$ cat src/rtl/mem_if_pkg.sv
// Shared definitions for the word-wide memory access controller:
// request size codes, the controller state encoding and the alignment rule.
package mem_if_pkg;

  localparam logic [1:0] SIZE_BYTE = 2'b00;
  localparam logic [1:0] SIZE_HALF = 2'b01;
  localparam logic [1:0] SIZE_WORD = 2'b10;
  localparam logic [1:0] SIZE_RSVD = 2'b11;

  // ST_ERR is a one-cycle stop for rejected requests on their way to ST_RESP.
  typedef enum logic [2:0] {
    ST_IDLE,
    ST_RD_ISSUE,
    ST_RD_WAIT,
    ST_WR_ISSUE,
    ST_ERR,
    ST_RESP
  } state_e;

  function automatic logic is_misaligned(input logic [1:0] size, input logic [1:0] lane);
    logic bad;
    case (size)
      SIZE_BYTE: bad = 1'b0;
      SIZE_HALF: bad = lane[0];
      SIZE_WORD: bad = |lane;
      default:   bad = 1'b1;
    endcase
    return bad;
  endfunction

endpackage

$ cat src/rtl/mem_lane_align.sv
// Byte-lane steering: load extraction with sign/zero extension, and the
// read-modify-write merge of sub-word store data into a fetched word.
module mem_lane_align
  import mem_if_pkg::*;
(
  input  logic [31:0] word_i,
  input  logic [31:0] wdata_i,
  input  logic [1:0]  lane_i,
  input  logic [1:0]  size_i,
  input  logic        zext_i,
  output logic [31:0] load_o,
  output logic [31:0] merge_o
);

  logic [7:0]  byteSel;
  logic [15:0] halfSel;

  always_comb begin
    byteSel = word_i[8*lane_i +: 8];
    halfSel = lane_i[1] ? word_i[31:16] : word_i[15:0];
    case (size_i)
      SIZE_BYTE: load_o = {{24{~zext_i & byteSel[7]}}, byteSel};
      SIZE_HALF: load_o = {{16{~zext_i & halfSel[15]}}, halfSel};
      default:   load_o = word_i;
    endcase
  end

  // Untouched lanes keep the bytes fetched from memory.
  always_comb begin
    merge_o = word_i;
    case (size_i)
      SIZE_BYTE: merge_o[8*lane_i +: 8] = wdata_i[7:0];
      SIZE_HALF: begin
        if (lane_i[1]) merge_o[31:16] = wdata_i[15:0];
        else           merge_o[15:0]  = wdata_i[15:0];
      end
      default:   merge_o = wdata_i;
    endcase
  end

endmodule

$ cat src/rtl/mem_access_ctrl.sv
// Load/store front end for the word-wide memory command interface: aligns
// sub-word loads, performs read-modify-write for sub-word stores, rejects misalignment.
module mem_access_ctrl
  import mem_if_pkg::*;
#(
  parameter int ADDR_W = 32,
  parameter int DATA_W = 32
) (
  input  logic              clk,
  input  logic              rst_n,
  input  logic              req_valid,
  output logic              req_ready,
  input  logic              req_write,
  input  logic [1:0]        req_size,
  input  logic              req_unsigned,
  input  logic [ADDR_W-1:0] req_addr,
  input  logic [DATA_W-1:0] req_wdata,
  output logic              resp_valid,
  output logic [DATA_W-1:0] resp_rdata,
  output logic              resp_misaligned,
  output logic              mem_cmd_start,
  output logic              mem_cmd_write,
  input  logic              mem_cmd_ready,
  output logic [ADDR_W-1:0] mem_addr,
  input  logic [DATA_W-1:0] mem_rdata,
  input  logic              mem_rdata_valid,
  output logic [DATA_W-1:0] mem_wdata
);

  state_e            state_q;
  logic              write_q;
  logic [1:0]        size_q;
  logic              zext_q;
  logic [1:0]        lane_q;
  logic [DATA_W-1:0] wdata_q;

  logic              reqReady_q;
  logic              respValid_q;
  logic [DATA_W-1:0] respRdata_q;
  logic              respMis_q;
  logic              cmdStart_q;
  logic              cmdWrite_q;
  logic [ADDR_W-1:0] memAddr_q;
  logic [DATA_W-1:0] memWdata_q;

  logic [DATA_W-1:0] loadVal;
  logic [DATA_W-1:0] mergeVal;

  mem_lane_align u_align (
    .word_i  (mem_rdata),
    .wdata_i (wdata_q),
    .lane_i  (lane_q),
    .size_i  (size_q),
    .zext_i  (zext_q),
    .load_o  (loadVal),
    .merge_o (mergeVal)
  );

  // The fetched word is consumed in the cycle it arrives, so no copy of it is kept.
  always_ff @(posedge clk or negedge rst_n) begin
    if (!rst_n) begin
      state_q     <= ST_IDLE;
      write_q     <= 1'b0;
      size_q      <= SIZE_BYTE;
      zext_q      <= 1'b0;
      lane_q      <= '0;
      wdata_q     <= '0;
      reqReady_q  <= 1'b1;
      respValid_q <= 1'b0;
      respRdata_q <= '0;
      respMis_q   <= 1'b0;
      cmdStart_q  <= 1'b0;
      cmdWrite_q  <= 1'b0;
      memAddr_q   <= '0;
      memWdata_q  <= '0;
    end else begin
      respValid_q <= 1'b0;
      case (state_q)
        ST_IDLE: begin
          if (req_valid) begin
            reqReady_q <= 1'b0;
            write_q    <= req_write;
            size_q     <= req_size;
            zext_q     <= req_unsigned;
            lane_q     <= req_addr[1:0];
            wdata_q    <= req_wdata;
            memAddr_q  <= {req_addr[ADDR_W-1:2], 2'b00};
            if (is_misaligned(req_size, req_addr[1:0])) begin
              state_q <= ST_ERR;
            end else if (req_write && (req_size == SIZE_WORD)) begin
              state_q    <= ST_WR_ISSUE;
              cmdStart_q <= 1'b1;
              cmdWrite_q <= 1'b1;
              memWdata_q <= req_wdata;
            end else begin
              state_q    <= ST_RD_ISSUE;
              cmdStart_q <= 1'b1;
              cmdWrite_q <= 1'b0;
            end
          end
        end
        ST_RD_ISSUE: begin
          if (mem_cmd_ready) begin
            cmdStart_q <= 1'b0;
            state_q    <= ST_RD_WAIT;
          end
        end
        ST_RD_WAIT: begin
          if (mem_rdata_valid) begin
            if (write_q) begin
              state_q    <= ST_WR_ISSUE;
              cmdStart_q <= 1'b1;
              cmdWrite_q <= 1'b1;
              memWdata_q <= mergeVal;
            end else begin
              state_q     <= ST_RESP;
              respValid_q <= 1'b1;
              respRdata_q <= loadVal;
            end
          end
        end
        ST_WR_ISSUE: begin
          if (mem_cmd_ready) begin
            cmdStart_q  <= 1'b0;
            cmdWrite_q  <= 1'b0;
            state_q     <= ST_RESP;
            respValid_q <= 1'b1;
            respRdata_q <= '0;
          end
        end
        ST_ERR: begin
          state_q     <= ST_RESP;
          respValid_q <= 1'b1;
          respMis_q   <= 1'b1;
          respRdata_q <= '0;
        end
        ST_RESP: begin
          state_q     <= ST_IDLE;
          reqReady_q  <= 1'b1;
          respMis_q   <= 1'b0;
          respRdata_q <= '0;
        end
        default: begin
          state_q    <= ST_IDLE;
          reqReady_q <= 1'b1;
          cmdStart_q <= 1'b0;
        end
      endcase
    end
  end

  assign req_ready       = reqReady_q;
  assign resp_valid      = respValid_q;
  assign resp_rdata      = respRdata_q;
  assign resp_misaligned = respMis_q;
  assign mem_cmd_start   = cmdStart_q;
  assign mem_cmd_write   = cmdWrite_q;
  assign mem_addr        = memAddr_q;
  assign mem_wdata       = memWdata_q;

endmodule

$ cat config.mk
export PLATFORM = sky130hd
export DESIGN_NAME = mem_access_ctrl
export DESIGN_NICKNAME = d
export VERILOG_FILES = /design/src/rtl/mem_if_pkg.sv /design/src/rtl/mem_lane_align.sv /design/src/rtl/mem_access_ctrl.sv
export SDC_FILE = /design/constraint.sdc
export NUM_CORES = 1
export LEC_CHECK = 0
export ABC_AREA = 0
export CAP_MARGIN = 20
export CELL_PAD_IN_SITES_DETAIL_PLACEMENT = 2
export CELL_PAD_IN_SITES_GLOBAL_PLACEMENT = 2
export CORE_MARGIN = 1.5
export CORE_UTILIZATION = 33
export CTS_CLUSTER_DIAMETER = 150
export DETAILED_ROUTE_END_ITERATION = 10
export PLACE_DENSITY = 0.94
export SLEW_MARGIN = 20
export SYNTH_ARGS = -nofsm -noshare
export SYNTH_HDL_FRONTEND = slang
export SYNTH_SLANG_ARGS = --single-unit
$ cat constraint.sdc
create_clock -name clk -period 5.7 [get_ports clk]
set_input_delay 0.855 -clock clk [delete_from_list [all_inputs] [get_ports clk]]
set_output_delay 0.855 -clock clk [all_outputs]
set_load 0.03 [all_outputs]
; After elaboration in Yosys (flattened, before gate mapping)
; Index checks and enable logic that the tools add are counted.
[op_classes]
n_addsub = 1
n_eq_ne = 17
n_shift = 3
muxes = 44
n_bitwise = 5
n_reduce_logical = 19
[ops]
columns = op, count
row1 = $mux W32, 8
row2 = $pmux W32 S2, 3
row3 = $pmux W32 S3, 1
row4 = $mux W16, 3
row5 = $neg A5 Y34, 1
row6 = $shift A8 B34 Y32 const A, 1
row7 = $shiftx A8 B34 Y32, 1
row8 = $bwmux W32, 1
row9 = $shiftx A32 B6 Y8, 1
row10 = $mux W3, 6
row11 = $reduce_and A6 Y1, 3
row12 = $ne A2 B2 Y1 const B, 8
row13 = $pmux W3 S5, 1
row14 = $mux W1, 14
row15 = $pmux W1 S3, 3
row16 = $reduce_and A4 Y1, 2
row17 = $eq A3 B2 Y1 const B, 2
row18 = $eq A3 B3 Y1 const B, 2
row19 = $reduce_bool A3 Y1, 2
row20 = $reduce_or A2 Y1, 3
row21 = $eq A2 B1 Y1 const B, 2
row22 = $logic_not A2 Y1, 2
row23 = $pmux W1 S2, 2
row24 = $pmux W1 S4, 1
row25 = 11 further kinds, 16
[word_totals]
reg_bits = 140

; Depth between registers and ports, before layout
; Gate-level depths: netlist of the first run.
[logic_depth]
word_depth = 7
depth_mapped = 10

; Modules after synthesis
; Synthesis of the first run repeated with hierarchy kept, for this count alone.
[unflattened]
hier_cells = 709
area_unflattened_um2 = 7601.0
[modules_own_cells]
columns = module, instances, cells_per_inst, area_per_inst_um2
row1 = mem_access_ctrl, 1, 461, 6042.0
row2 = mem_lane_align, 1, 248, 1559.0

; Worst setup path after synthesis of the first run
; No wires, ideal clock.
[synth_path]
path_type = register to register
start = register lane_q[1]
end = register memWdata_q[10] (netlist: mem_wdata[10])
setup_time_ns = 0.082
arrival_time_ns = 2.387
t_required_ns = 5.618
path_slack_ns = 3.231
stages_incl_launch_ff = 10
cell_sequence = dfrtp_1 buf_4 buf_2 buf_2 inv_1 ha_1 nor2b_1 or4b_2 a31o_2 a31oi_1
[synth_via]
elab_chain_len = 7
word_cells_on_any_way = 9
cone_classes = add/sub: 1 / shift: 2 / mux: 6
[synth_rtl]
columns = item, line_no
row1 = "start, declared", mem_access_ctrl.sv:34  ; logic [1:0] lane_q;
row2 = "start signal, assigned", mem_access_ctrl.sv:85  ; lane_q <= req_addr[1:0];
row3 = $neg A5 Y34, mem_lane_align.sv:32  ; SIZE_BYTE: merge_o[8*lane_i +: 8] = wdata_i[7:0];
row4 = $shiftx A8 B34 Y32 or $shift A8 B34 Y32 (tied branches), mem_lane_align.sv:32
row5 = $bwmux W32, mem_lane_align.sv:32
row6 = $pmux W32 S2 (*), mem_lane_align.sv:31  ; case (size_i)
row7 = $mux W32 (*), mem_access_ctrl.sv:110  ; if (write_q) begin
row8 = $mux W32 (*), mem_access_ctrl.sv:109  ; if (mem_rdata_valid) begin
row9 = $pmux W32 S2 (*), mem_access_ctrl.sv:78  ; case (state_q)
row10 = "end signal, assigned", mem_access_ctrl.sv:94  ; memWdata_q <= req_wdata;
row11 = "end signal, assigned", mem_access_ctrl.sv:114  ; memWdata_q <= mergeVal;
row12 = "end, declared", mem_access_ctrl.sv:44  ; logic [DATA_W-1:0] memWdata_q;
; Mark *: on every way between the ends. The rest lies on a longest branch, timed or not. The select of a mux whose other input is x is not followed.
; A chain may end at the register's enable or synchronous reset.

; Worst setup path after layout of the first run
[layout_path]
start = input port req_size[0]
end = register memWdata_q[27] (netlist: mem_wdata[27])
[layout_via]
elab_chain_len = 6
word_cells_on_any_way = 10
cone_classes = eq/ne: 4 / mux: 3 / reduce/logical: 3
[layout_rtl]
columns = item, line_no
row1 = "start, declared", mem_access_ctrl.sv:14  ; input logic [1:0] req_size,
row2 = $eq A2 B2 Y1 (tied with other cells), "mem_if_pkg.sv:22, mem_access_ctrl.sv:90"
row3 = $pmux W1 S3, mem_if_pkg.sv:22  ; case (size)
row4 = $mux W1, mem_access_ctrl.sv:80  ; if (req_valid) begin
row5 = $mux W1, mem_access_ctrl.sv:78
row6 = $ne A2 B2 Y1 (no line), n/a
row7 = $reduce_and A6 Y1 (no line) (*), n/a
; Marks and branches as above.

==> results.md, run 1 <==
- Run status: completed
- Reg area: 3510 um^2
- Synth Area in Simple Gates: 0.111
- Largest area contributor in the synthesized netlist: dfrtp_1
- Top post-synthesis cells by area: dfrtp_1 (46%), mux2_2 (12%), a32o_1 (3.2%), nand2b_1 (2.6%), mux4_2 (2.4%)
- Growth of design area from synthesis to finish: 37.6%
- Shortest clock period the worst path allows after layout: around 3100 ps
- Total via count after detailed routing: roughly 6600
- Source-to-sink clock delay at the later pin of the worst-skew pair: 440 ps
- Setup WS pre-CTS: 2160 ps
- Clock H-tree levels: 4
- Total overflow reported by the global router: 0
- Fill cell total of the finished layout: between 2000 and 2500
- Starting Density: 0.334
- Mean instance size in the synthesized netlist: about 11 um^2
- Via density per instance: ~5.8
- P per Cell Area: 641 nW/um^2
- Critical Path AT: roughly 3500 ps
- Placed Area: approximately 9700 um^2
- Min-delay worst type: reg2reg
- Number of register bits inferred by synthesis: between 100 and 150
- Kind of end point of the critical path: flip-flop
- Average wire per standard cell: 26.4 um
- Number of hold violations in the final report: 0
- Post-synth ARST share: 1.00
- Post-Synth Adder-Cell Area: 0.00832
- Top Ports: between 200 and 250
- Maximum capacitance violations: 0
- Area fraction of the dominant cell type after synthesis: 0.462
- Number of iterations in the first detailed-routing pass: 7
- FP Rows: between 50 and 60
- First-iteration detailed-routing DRC count: 417
- Sequential-to-total area share from yosys stat: 0.466
- Count of hold-fix buffers inserted at cts: 0
- Multi-input logic area: between 3000 and 4000 um^2
- Fraction of layout instances using a drive strength above 1: 0.195
- Clock-pin slew reported for the worst setup and hold paths after clock tree synthesis: around 60 ps
- Wire length of the first global-routing pass: approximately 46000 um
- Combinational family with the most area after synthesis: compound AO/OA/AOI/OAI gates
- RSZ-0062 raised after global routing: no
- Residual antenna-violating net count after detailed routing: 0
- CTS Buf Count: 17
- Vias in the first global route: roughly 7400
- Pin slew with the least headroom to its limit: roughly 1100 ps
- Floorplan Core Area: approximately 23000 um^2
- Count of clock tree sinks: 140
- Final setup violation count: 0
- Most used DFF post-synth: dfrtp_1
- Critical path required time: 6020 ps
- Synthesis Warnings: 0
- Antenna violations before repair: 1
- Overall routing resource usage: 0.258
- Pin count of the biggest net entering global routing: 93
- Share of the synthesized area in compound gates (AO/OA/AOI/OAI): 0.193
- Synthesized-area fraction occupied by xor and xnor cells: 0
- Total wire length: around 30000 um
- Die height: 154 um
- Number of enable flip-flop cells after synthesis: 0
- Chip width: approximately 150 um
- Fin crit share: 0.551
- Biggest fanout along the worst timing path: 26
- Mux contribution to synthesized area: 0.176
- Startpoint class of the critical path: input pin
- Most frequent cell after synthesis: dfrtp_1
- Static leakage power: between 3 and 4 nW
- Max Root-Sink Buffers: 2
- Summed instance area of the synthesized netlist: between 7000 and 8000 um^2
- Synth Instances: roughly 660
- Final total negative setup slack: 0 ps
- Area of all placed cells without fillers: 10300 um^2
- Gp weighted congestion: around 0.86
- PnR worst setup slack: between 2000 and 3000 ps
- Fin util: 0.460
- Final #Nets: 945
- Most common library cells after synthesis: dfrtp_1 (139), mux2_2 (79), nor2_1 (35), nand2b_1 (31), nand2_1 (30)
- Remaining max-slew budget at the tightest pin: 0.245
- Number of gates resized after cts: 0
- Worst IR Drop VDD: around 0.00026 V
- Post-CTS setup buffers: 0
- Crit path kind: in2reg
- # DRC: 0
- Post-synth cell types: 60
- Root cell of the clock tree: clkbuf_16
- Die footprint: roughly 24000 um^2
- Number of pins with negative max-slew slack in the final report: 0
- HPWL after detailed placement: 20600 um
- Setup skew after layout: between 10 and 15 ps
- Clock tree from TritonCTS: yes
- I/O Buffers: around 200
- Achievable Freq: about 320 MHz
[power by group]
| part | internal, W | switching, W |
|---|---|---|
| Clock | 0.000717 | 0.000474 |
| Combinational | 0.00148 | 0.00194 |
| Sequential | 0.00149 | 0.000525 |
[layout by cell type, fill, tap and decap left out, types with 16 or more instances in the layout]
cell / count
a221oi_1: 16
nand2_1: 30
clkdlybuf4s50_1: 202
clkbuf_16: 17
o2bb2ai_1: 20
mux2i_1: 17
nand2b_1: 31
o21ai_0: 28
dfrtp_1: 137
a31oi_1: 17
nor2_1: 35
mux2_2: 79
a32o_1: 24
[state kept, by name, indices dropped and copies added (netlist names), 2 cells and up]
name and flops:
mem_wdata 32, resp_rdata 32, lane_q 2, size_q 2
wdata_q 32, mem_addr 30, state_q 3
[final cells by class]
cell class,count,area share
Tap cell,285,0.0345
Clock inverter,12,0.0155
Sequential cell,140,0.339
Antenna cell,1,0.000242
Timing Repair Buffer,212,0.205
Inverter,10,0.00363
Multi-Input combinational cell,454,0.358
Clock buffer,20,0.0441
[metrics by stage]
stage	instances	hold slack, ps	power [W]
after floorplan	664	459	0.00402
final	1134	492	0.00663
after global placement	1099	469	0.00521
after detailed placement	1099	478	0.00539
after global routing	1134	513	0.00695
after CTS	1131	499	0.00665
[critical path, cell delays in order]
cell	delay, ps
clkdlybuf4s50_1	480
nor3_2	370
a31o_2	580
and2_1	720
mux2_2	420
[cell families after synthesis]
| family | after synthesis |
|---|---|
| muxes | 111 |
| other | 1 |
| adders and majority gates | 5 |
| buffers and inverters | 70 |
| AOI/OAI and AO/OA | 189 |
| and+or+nand+nor | 147 |
| DFF | 140 |
[per-layer routing]
| metal | track usage | vias to the layer above | share of wire |
|---|---|---|---|
| met3 | 0.0561 | 65 | 0.055 |
| li1 | - | 2866 | - |
| met1 | 0.320 | 3431 | 0.42 |
| met4 | 0.126 | 0 | 0.037 |
| met5 | 0.00414 | - | 0 |
| met2 | 0.425 | 253 | 0.49 |
[final timing paths]
path,from,to,slack (ps),cells after the start
min in group asynchronous,rst_n,mem_wdata[27],500,1
max,req_size[0],mem_wdata[27],2560,5
max in group asynchronous,rst_n,lane_q[1],3920,2
min,resp_rdata[13],resp_rdata[13],490,1
max reg2reg,size_q[1],mem_wdata[17],2820,5
min reg2reg,resp_rdata[13],resp_rdata[13],490,1
Power figures use the tool's default switching activity.
==> run 2, diff against run 1 <==
CORE_UTILIZATION = 31   (was 33)
PLACE_DENSITY = 0.89   (was 0.94)
clock period = 3.15 ns   (was 5.7 ns; I/O delays follow)
==> results.md, run 2 (synthesis results as in run 1) <==
- Run status: completed
- Critical path required time: approximately 3500 ps
- Wire length of the first global-routing pass: 46500 um
- Overall routing resource usage: 0.240
- Antenna violations before repair: 0
- Pin count of the biggest net entering global routing: approximately 60
- Startpoint class of the critical path: flip-flop
- PnR worst setup slack: around 740 ps
- FP Rows: 56
- Fraction of layout instances using a drive strength above 1: 0.210
- Final setup violation count: 0
- Starting Density: 0.319
- Growth of design area from synthesis to finish: 39.0%
- Maximum capacitance violations: 0
- Achievable Freq: between 400 and 500 MHz
- Die footprint: around 25000 um^2
- Worst hold margin: about 13 ps
- First-iteration detailed-routing DRC count: 376
- Chip width: ~160 um
- Count of clock tree sinks: 140
- P per Cell Area: 1140 nW/um^2
- Fin crit share: 0.765
- Via density per instance: between 5 and 6
- Clock-pin slew reported for the worst setup and hold paths after clock tree synthesis: around 70 ps
- ANT cells: 0
- CTS Buf Count: 17
- Static leakage power: about 4 nW
- Final total negative setup slack: 0 ps
- Max Root-Sink Buffers: 2
- Min-delay worst type: in2async
- Critical Path AT: 2720 ps
- Crit path kind: reg2reg
- Source-to-sink clock delay at the later pin of the worst-skew pair: ~430 ps
- Die height: 159 um
- Number of iterations in the first detailed-routing pass: 5
- Most used cells in the layout excluding fill and tap cells: clkdlybuf4s50_1 (202), dfrtp_1 (137), mux2_2 (79)
- Remaining max-slew budget at the tightest pin: 0.371
- RSZ-0062 raised after global routing: no
- Shortest clock period the worst path allows after layout: between 2000 and 2500 ps
- Setup WS pre-CTS: approximately 480 ps
- Total wire length: approximately 30000 um
- Fin util: 0.443
- Clock H-tree levels: 4
- Vias in the first global route: 7499
- I/O Buffers: 203
- Worst IR Drop VDD: roughly 0.0004 V
- Reg-to-reg critical path startpoint: state_q[2]
- Number of hold violations in the final report: 0
- Setup skew after layout: between 8 and 9 ps
- Total overflow reported by the global router: 0
- Worst-case register-to-register setup slack: approximately 740 ps
- Gp weighted congestion: between 0.8 and 0.9
- Depth of the worst register-to-register path: 5
- Average wire per standard cell: between 20 and 30 um
- Number of gates resized after cts: 0
- Kind of end point of the critical path: flip-flop
- Post-CTS setup buffers: 0
- Count of hold-fix buffers inserted at cts: 0
- Total via count after detailed routing: ~6700
- HPWL after detailed placement: about 21000 um
- Reg-to-Reg End: mem_wdata[24]
- Number of pins with negative max-slew slack in the final report: 0
- Root cell of the clock tree: clkbuf_16
- Floorplan Core Area: 23600 um^2
- # DRC: 0
- Final #Nets: 964
- Residual antenna-violating net count after detailed routing: 0
- Pin slew with the least headroom to its limit: 944 ps
- Clock tree from TritonCTS: yes
- Top Ports: around 200
- Most common library cell in the layout ignoring fill and taps: clkdlybuf4s50_1
- Biggest fanout along the worst timing path: 20
- Critical Path Source: state_q[2]
-- run 2: per-stage QoR --
stage	std cells	power, W	cell area [um^2]
after global routing	1185	0.0125	10500
after CTS	1185	0.0120	10500
after global placement	1154	0.00961	9900
after floorplan	664	0.00727	7520
after detailed placement	1154	0.00991	9900
final	1185	0.0119	10500
-- run 2: metal layers --
metal,track usage,wire length (um),vias up
met3,0.0538,1640,41
li1,-,-,2901
met1,0.315,13000,3549
met2,0.391,14500,238
met5,0,0,-
met4,0.0805,733,0
-- run 2: layout make-up --
cell class	count	area [um^2]
Multi-Input combinational cell	454	3700
Fill cell	2388	13200
Sequential cell	140	3510
Tap cell	319	399
Timing Repair Buffer	231	2260
Clock buffer	19	443
Clock inverter	12	116
Inverter	10	37.5
-- run 2: how the worst max path moves through the flow --
stage,endpoint,slack [ps],depth (start not counted)
finish,mem_wdata[24],740,5
global route,resp_rdata[1],550,5
CTS,mem_wdata[24],750,5
detailed placement,mem_wdata[19],480,6
global placement,mem_wdata[4],590,6
floorplan,mem_wdata[10],680,9
-- run 2: report_power, final --
part           total (W)  switching (W)  leakage, nW  internal, W
clock network    0.00195       0.000844        0.258      0.00111
registers        0.00352       0.000815         1.72      0.00270
logic            0.00643        0.00366         2.07      0.00277
-- run 2: critical path, cell delays in order (launching register included) --
cell and delay [ps]:
dfrtp_1 360, buf_4 190, or3b_1 750, a221oi_1 430, a31oi_1 230, mux2_2 310
